### config.mk
export PLATFORM = sky130hd
export DESIGN_NAME = io_write_queue
export DESIGN_NICKNAME = d
export VERILOG_FILES = /design/src/rtl/io_write_queue.sv
export SDC_FILE = /design/constraint.sdc
export NUM_CORES = 1
export LEC_CHECK = 0
export ABC_CLOCK_PERIOD_IN_PS = 2390
export CORE_ASPECT_RATIO = 2
export CORE_MARGIN = 10
export CORE_UTILIZATION = 40
export DETAILED_ROUTE_END_ITERATION = 6
export GPL_ROUTABILITY_DRIVEN = 0
export PLACE_DENSITY_LB_ADDON = 0.12
export SLEW_MARGIN = 20
export SYNTH_ARGS = -nofsm -noshare
export SYNTH_HDL_FRONTEND = slang
export SYNTH_SLANG_ARGS = --single-unit
### constraint.sdc
create_clock -name clk_in -period 2.39 [get_ports clk_in]
set_input_delay 0.478 -clock clk_in [delete_from_list [all_inputs] [get_ports clk_in]]
set_output_delay 0.478 -clock clk_in [all_outputs]
set_load 0.05 [all_outputs]
### src/rtl/io_write_queue.sv
// rtl/io_write_queue.sv - posted I/O write queue between the core memory port and the RAM/UART bus
//
// Ports:
//   clk_in, rst_in   clock, synchronous active-high reset
//   rdy_in           global enable; block frozen and core stalled when low
//   cpu_req/cpu_a/cpu_dout/cpu_wr   core bus request (address, write byte, write strobe)
//   cpu_stall        access not accepted this cycle; core holds and retries
//   mem_a/mem_dout/mem_wr           external bus (combinational mux of core and queue head)
//   io_buffer_full   UART cannot take a byte this cycle
//   q_count          number of queued I/O writes (0..DEPTH)
module io_write_queue #(
  parameter int DEPTH = 4,
  parameter int PTR_W = 2
) (
  input  logic             clk_in,
  input  logic             rst_in,
  input  logic             rdy_in,
  input  logic             cpu_req,
  input  logic [31:0]      cpu_a,
  input  logic [7:0]       cpu_dout,
  input  logic             cpu_wr,
  output logic             cpu_stall,
  output logic [31:0]      mem_a,
  output logic [7:0]       mem_dout,
  output logic             mem_wr,
  input  logic             io_buffer_full,
  output logic [PTR_W:0]   q_count
);

  localparam logic [PTR_W:0] FULL_CNT = (PTR_W + 1)'(DEPTH);

  // Each entry holds {addr[17:0], data[7:0]}.
  logic [25:0]      entry_q [DEPTH];
  logic [PTR_W-1:0] head_q, head_d;
  logic [PTR_W-1:0] tail_q, tail_d;
  logic [PTR_W:0]   count_q, count_d;

  logic is_io, ram_acc, io_wr, io_rd;
  logic q_empty, q_full;
  logic pass, want_enq, drain, enq;
  logic [25:0] head_entry;

  assign is_io      = (cpu_a[17:16] == 2'b11);
  assign ram_acc    = cpu_req & ~is_io;
  assign io_wr      = cpu_req & is_io & cpu_wr;
  assign io_rd      = cpu_req & is_io & ~cpu_wr;
  assign q_empty    = (count_q == '0);
  assign q_full     = (count_q == FULL_CNT);
  assign head_entry = entry_q[head_q];
  assign q_count    = count_q;

  always_comb begin
    mem_a     = cpu_req ? cpu_a : 32'd0;
    mem_dout  = 8'd0;
    mem_wr    = 1'b0;
    cpu_stall = 1'b0;
    pass      = 1'b0;
    want_enq  = 1'b0;
    drain     = 1'b0;
    enq       = 1'b0;

    if (ram_acc) begin
      mem_dout = cpu_dout;
      mem_wr   = cpu_wr;
      pass     = 1'b1;
    end else if (io_rd) begin
      // Reads may not overtake posted writes.
      if (q_empty) begin
        mem_dout = cpu_dout;
        pass     = 1'b1;
      end else begin
        cpu_stall = 1'b1;
      end
    end else if (io_wr) begin
      if (q_empty && !io_buffer_full) begin
        mem_dout = cpu_dout;
        mem_wr   = 1'b1;
        pass     = 1'b1;
      end else begin
        want_enq = 1'b1;
      end
    end

    // Any cycle the core does not own the bus can drain the head entry.
    if (!pass && !q_empty && !io_buffer_full) begin
      drain    = 1'b1;
      mem_a    = {14'd0, head_entry[25:8]};
      mem_dout = head_entry[7:0];
      mem_wr   = 1'b1;
    end

    // Fullness is judged after this cycle's drain, so a full queue that
    // drains can still take the new write.
    if (want_enq) begin
      if (!q_full || drain) enq = 1'b1;
      else                  cpu_stall = 1'b1;
    end

    if (!rdy_in) begin
      mem_wr    = 1'b0;
      cpu_stall = 1'b1;
      drain     = 1'b0;
      enq       = 1'b0;
    end

    if (rst_in) begin
      mem_wr = 1'b0;
      drain  = 1'b0;
      enq    = 1'b0;
    end
  end

  always_comb begin
    head_d  = drain ? head_q + 1'b1 : head_q;
    tail_d  = enq ? tail_q + 1'b1 : tail_q;
    count_d = count_q;
    if (enq && !drain)      count_d = count_q + 1'b1;
    else if (drain && !enq) count_d = count_q - 1'b1;
  end

  always_ff @(posedge clk_in) begin
    if (rst_in) begin
      head_q  <= '0;
      tail_q  <= '0;
      count_q <= '0;
    end else begin
      head_q  <= head_d;
      tail_q  <= tail_d;
      count_q <= count_d;
    end
  end

  // Storage needs no reset: entries are only read when count_q says valid.
  always_ff @(posedge clk_in) begin
    if (enq) entry_q[tail_q] <= {cpu_a[17:0], cpu_dout};
  end

endmodule

After elaboration in Yosys (flattened, before gate mapping)
Memories as Yosys holds them, arrays and structs flattened. A register that Yosys moved wholly into a read port is not among the register bits.
Index checks and enable logic that the tools add are counted.
Word-level totals
  bits in writable memories: 104
  register bits after elaboration: 7
  memories kept: 1
  output and inout port bits: 45
Cells by class
  $add $sub $neg: 4
  reduce and logical (&&, ||, !) cells: 14
  muxes and demuxes: 41
  equal/unequal tests: 2
  bitwise gates (word level): 6
Memory list
  entry_q: depth 4, bits a word 26, rd ports 1, clocked after Yosys merged registers in 1, wr ports 1, line 33  | logic [25:0] entry_q [DEPTH];
Operators by type and width (count)
  32-bit 2-to-1 mux: 2
  8-bit 2-to-1 mux: 6
  1-bit 2-to-1 mux: 29
  1-bit zero test: 6
  3-bit 2-to-1 mux: 2
  1-bit logical AND: 5
  2-bit by 1-bit adder with 2-bit output (second input constant): 2
  1-bit AND: 4
  2-bit 2-to-1 mux: 2
  3-bit by 1-bit adder with 3-bit output (second input constant): 1
  3-bit equality test (second input constant): 1
  3-bit zero test: 1
  3-bit by 1-bit subtractor with 3-bit output (second input constant): 1
  2-bit equality test (second input constant): 1
  1-bit inverter: 2
  2-bit nonzero test: 1
  1-bit logical OR: 1

Depth between registers and ports, before layout
  depth in word-level cells: 19
  depth in mapped cells: 11
  depth with buffers taken out: 9

Least setup slack after synthesis
Ideal clock, no wire load.
  path type: register to register
  from: register count_q[0] (netlist: q_count[0])
  to: register count_q[2] (netlist: q_count[2])
  setup slack: -0.151 ns
  buffers on the path: 0
  stages on the path, launching flop included: 10
  data arrival time: 2.470 ns
  library setup time: 0.071 ns
  cells stage by stage: dfxtp_1 nor3b_1 o22a_1 nor2_1 ha_1 inv_1 fa_1 xor2_1 or3_1 a21oi_1
On the way
  cells in the longest elaborated chain, start to end: 18
  elaborated cells on any way between the ends: 34
RTL lines
  start, declared: line 36  | logic [PTR_W:0] count_q, count_d;
  start signal, assigned: line 129  | count_q <= count_d;
  3-bit zero test: line 47  | assign q_empty = (count_q == '0);
  1-bit logical AND: line 75  | if (q_empty && !io_buffer_full) begin
  1-bit 2-to-1 mux: line 75
  1-bit 2-to-1 mux: line 74  | end else if (io_wr) begin
  1-bit 2-to-1 mux: line 66  | end else if (io_rd) begin
  1-bit 2-to-1 mux: line 62  | if (ram_acc) begin
  1-bit zero test: line 85  | if (!pass && !q_empty && !io_buffer_full) begin
  1-bit logical AND (2 in series): line 85
  [2 not listed]
  1-bit 2-to-1 mux: line 95  | if (!q_full || drain) enq = 1'b1;
  1-bit 2-to-1 mux *: line 94  | if (want_enq) begin
  1-bit 2-to-1 mux *: line 99  | if (!rdy_in) begin
  1-bit 2-to-1 mux *: line 106  | if (rst_in) begin
  named net enq: line 40  | logic pass, want_enq, drain, enq;
  1-bit zero test: line 118  | else if (drain && !enq) count_d = count_q - 1'b1;
  1-bit logical AND: line 118
  2-bit nonzero test (no source line)
The timed path passes the listed nets; every way through them passes the cells marked *. The select of a mux whose other input is x is not followed.
A chain may end at the register's enable or synchronous reset.

==> impl_metrics.yaml <==
power_and_ir_drop:
  leakagePower_nw: 2.75
  power_frac_comb_pct: 12.8
  p_sw_mw: 1.20
  p_int_mw: 4.03
  clkPwrFrac_pct: 45.8
  seqPwrFrac_pct: 41.3
  pwr_density_cell_mw_per_mm2: 687
  switching_share_pct: 22.9
  power_mw: 5.23
  worst_ir_drop_vdd_mv: 0.574
cells_and_area:
  fillers: 873
  utilization_pct: 64.6
  final_cells: 567
  drive_gt1_share_pct: 47.4
  diodes: 0
  syn_to_final_growth_pct: 58.6
  fin_nets: 461
  design_area_sq_mm: 0.00761
detailed_routing:
  finalWirelength_mm: 12.4
  ant_nets: 0
  drc: 0
  vias: 3014
  drtPass1Iterations: 4
  viasPerCell: 5.32
  post_drt_wl_per_cell_um: 21.9
  first_iter_violations: 103
timing:
  worst_slack_ns: -0.0511
  period_share_pct: 102
  final_hold_viol_count: 0
  finClkSkew_ns: 0.00540
  fmax_mhz: 410
  period_minus_slack_ns: 2.44
  relSlewSlack_pct: 66.2
  setup_violations: 14
  rsz0062_at_grt: "yes"
  whs_ns: 0.359
  worst_pin_slew_ns: 0.506
  maxSlewViolCount: 0
placed_design:
  placed_area_sq_mm: 0.00661
  placed_cells: 517
  io_buffer_count: 90
  dpl.hpwl_mm: 8.32
critical_path:
  cp_num_buf_inv: 3
  cp-end-kind: "output pin"
  cp_max_fo: 5
  r2r-end: "q_count[2]"
  r2r_start: "q_count[2]"
  r2r_slack_ns: 0.11
  critPathSlowestCell: "mux4_2"
  startpoint_type: "register"
  crit_path_frequent_cell: "buf_12"
  r2r_cells: 10
  crit_family: "multiplexers"
  critPathRequiredTime_ns: 1.91
  path_cells: "buf_12, clkbuf_16, mux4_2, a22o_4, buf_12"
  cp.arrival_ns: 1.96
  path_class: "register to output pin"
  slowest_delay_ns: 0.51
global_routing:
  grt_pass1_wl_mm: 18.9
  grt_max_degree: 24
  grt_pass1_vias: 3301
  grt_use_total_pct: 14.3
  antenna_found_initial: 0
  grt_overflow: 0
yosys:
  postSynthCellCount: 258
  synth-async-reset-ratio_pct: 0
  synth_nets: 310
  synth_area_sq_mm: 0.00480
  syn_avg_cell_area_sq_um: 18.6
  synth.distinct_cells: 44
  ys_warn_count: 0
  synth-edff-count: 104
  ys.flop_type: "edfxtp_1"
  ys_seq_elements: 113
  seq_area_frac_synth_pct: 68.9
floorplan:
  fp.dieArea_sq_mm: 0.0170
  ios: 91
  die_w_um: 97.4
  row_count: 56
  start_util_pct: 40.8
  die_h_um: 175
  core_area_sq_mm: 0.0118
clocking:
  clock-sinks: 113
  postCtsHoldBufs: 0
  clock_path_buffers: 2
  htreeDepth: 4
  numCtsBuffers: 17
  cts_root_buf: "clkbuf_16"
  tritoncts: "done"
  cts.clk_slew.worst_paths_ns: 0.05
  clk_latency_ns: 0.40
worst_hold_path:
  hold_path_startpoint: "cpu_a[16]"
  hold_class: "input port to register"
  whs_path_depth: 1
  min_to: "entry_q[2][24]"
status:
  outcome: "finished with violations"
  violations: "negative setup slack"
flow_run:
  cap_violations: 0
[cells in the mapped netlist, drive strengths merged, types with 2 or more instances]
cell / n / area, sq um
buf: 12 / 100
dfxtp: 9 / 180
mux4: 26 / 586
nand3: 2 / 10.0
o21ai: 3 / 15.0
nand2b: 2 / 12.5
or3: 2 / 12.5
nor3: 2 / 32.5
inv: 6 / 22.5
a22o: 24 / 210
and3: 4 / 25.0
nand2: 5 / 18.8
edfxtp: 104 / 3120
a21boi: 2 / 26.3
nor2: 9 / 43.8
xor2: 2 / 17.5
and2: 15 / 95.1
a21oi: 4 / 31.3
xnor2: 2 / 17.5
ha: 5 / 62.6
clkbuf: 2 / 7.51
[metrics by stage]
stage,setup slack [ns],setup TNS [ns]
floorplan,0.00878,0
global placement,-0.443,-30.40
detailed placement,-0.547,-36.08
CTS,-0.0512,-0.614
global route,-0.119,-2.48
finish,-0.0511,-0.344
[cells in the final DEF (no fill, tap or decap), types with 2 or more instances in the layout]
| cell | n |
|---|---|
| dlygate4sd2_1 | 2 |
| a22o_1 | 14 |
| mux4_2 | 26 |
| dfxtp_1 | 5 |
| inv_1 | 6 |
| a22o_4 | 10 |
| and2_4 | 15 |
| buf_4 | 32 |
| xor2_1 | 2 |
| edfxtp_1 | 104 |
| clkbuf_16 | 19 |
| nor2_1 | 6 |
| clkinv_2 | 4 |
| o21ai_0 | 3 |
| or3_1 | 2 |
| nor2_4 | 2 |
| buf_2 | 2 |
| nand3_1 | 2 |
| nor3_4 | 2 |
| buf_6 | 7 |
| xnor2_1 | 2 |
| bufinv_16 | 2 |
| dfxtp_4 | 4 |
| inv_6 | 2 |
| a21oi_1 | 3 |
| clkinvlp_4 | 4 |
| nand2b_1 | 2 |
| clkdlybuf4s50_1 | 43 |
| nand2_1 | 4 |
| and3_1 | 4 |
| ha_1 | 4 |
| buf_12 | 56 |
[routing by layer]
layer	global-route usage [%]	wire length [um]	vias to the layer above	share of wire, %
met2	27.2	7290	88	59
li1	-	-	1361	-
met1	14.1	4310	1541	35
met3	3.79	533	24	4.3
met5	0	0	-	0
met4	5.79	252	0	2.0
[final cells by class]
type / count / area, sq um / area share [%]
well taps: 145 / 181 / 2.38
repair buffers: 146 / 1990 / 26.1
inverters: 6 / 22.5 / 0.296
flip-flops and latches: 113 / 3320 / 43.6
clock buffers: 18 / 429 / 5.64
multi-input cells: 125 / 1530 / 20.1
clock inverters: 14 / 140 / 1.84
[state kept, by name, summed over array words and instances (netlist names), named ones only]
signal / count
tail_q: 2
head_q: 2
q_count: 3
entry_q: 104
[power by group through the flow]
stage	logic [mW]	registers, mW	clock network (mW)
after floorplan	0.251	2.21	0
final	0.672	2.16	2.39
after detailed placement	0.611	2.20	0
after CTS	0.658	2.16	2.43
after global routing	0.698	2.16	2.52
after global placement	0.606	2.20	0
[cell families (layout without fill, tap and decap cells)]
group	after synthesis	in the layout	share of synthesized area, %
mux	27	27	12.4
fa+ha+maj	6	6	1.72
simple gates	46	46	6.00
compound gates	42	42	7.56
xor+xnor	4	4	0.730
flops	113	113	68.9
buf+inv	20	184	2.71
[worst max-delay path by stage]
stage,to,depth (start not counted),from,slack [ns]
after floorplan,q_count[2],10,cpu_req,0.009
after global placement,q_count[2],10,cpu_a[16],-0.44
after detailed placement,q_count[2],10,cpu_a[16],-0.55
after CTS,mem_a[5],5,register,-0.05
after global routing,mem_a[3],8,q_count[2],-0.12
final,mem_a[14],5,register,-0.05
[what timing repair did]
item | in CTS | in global routing
cloned | 2 | 2
pin swaps | 18 | 11
setup buffers | 13 | 5
setup endpoints to repair | 43 | 42
gates resized for setup | 44 | 17
Power figures use the tool's default switching activity.
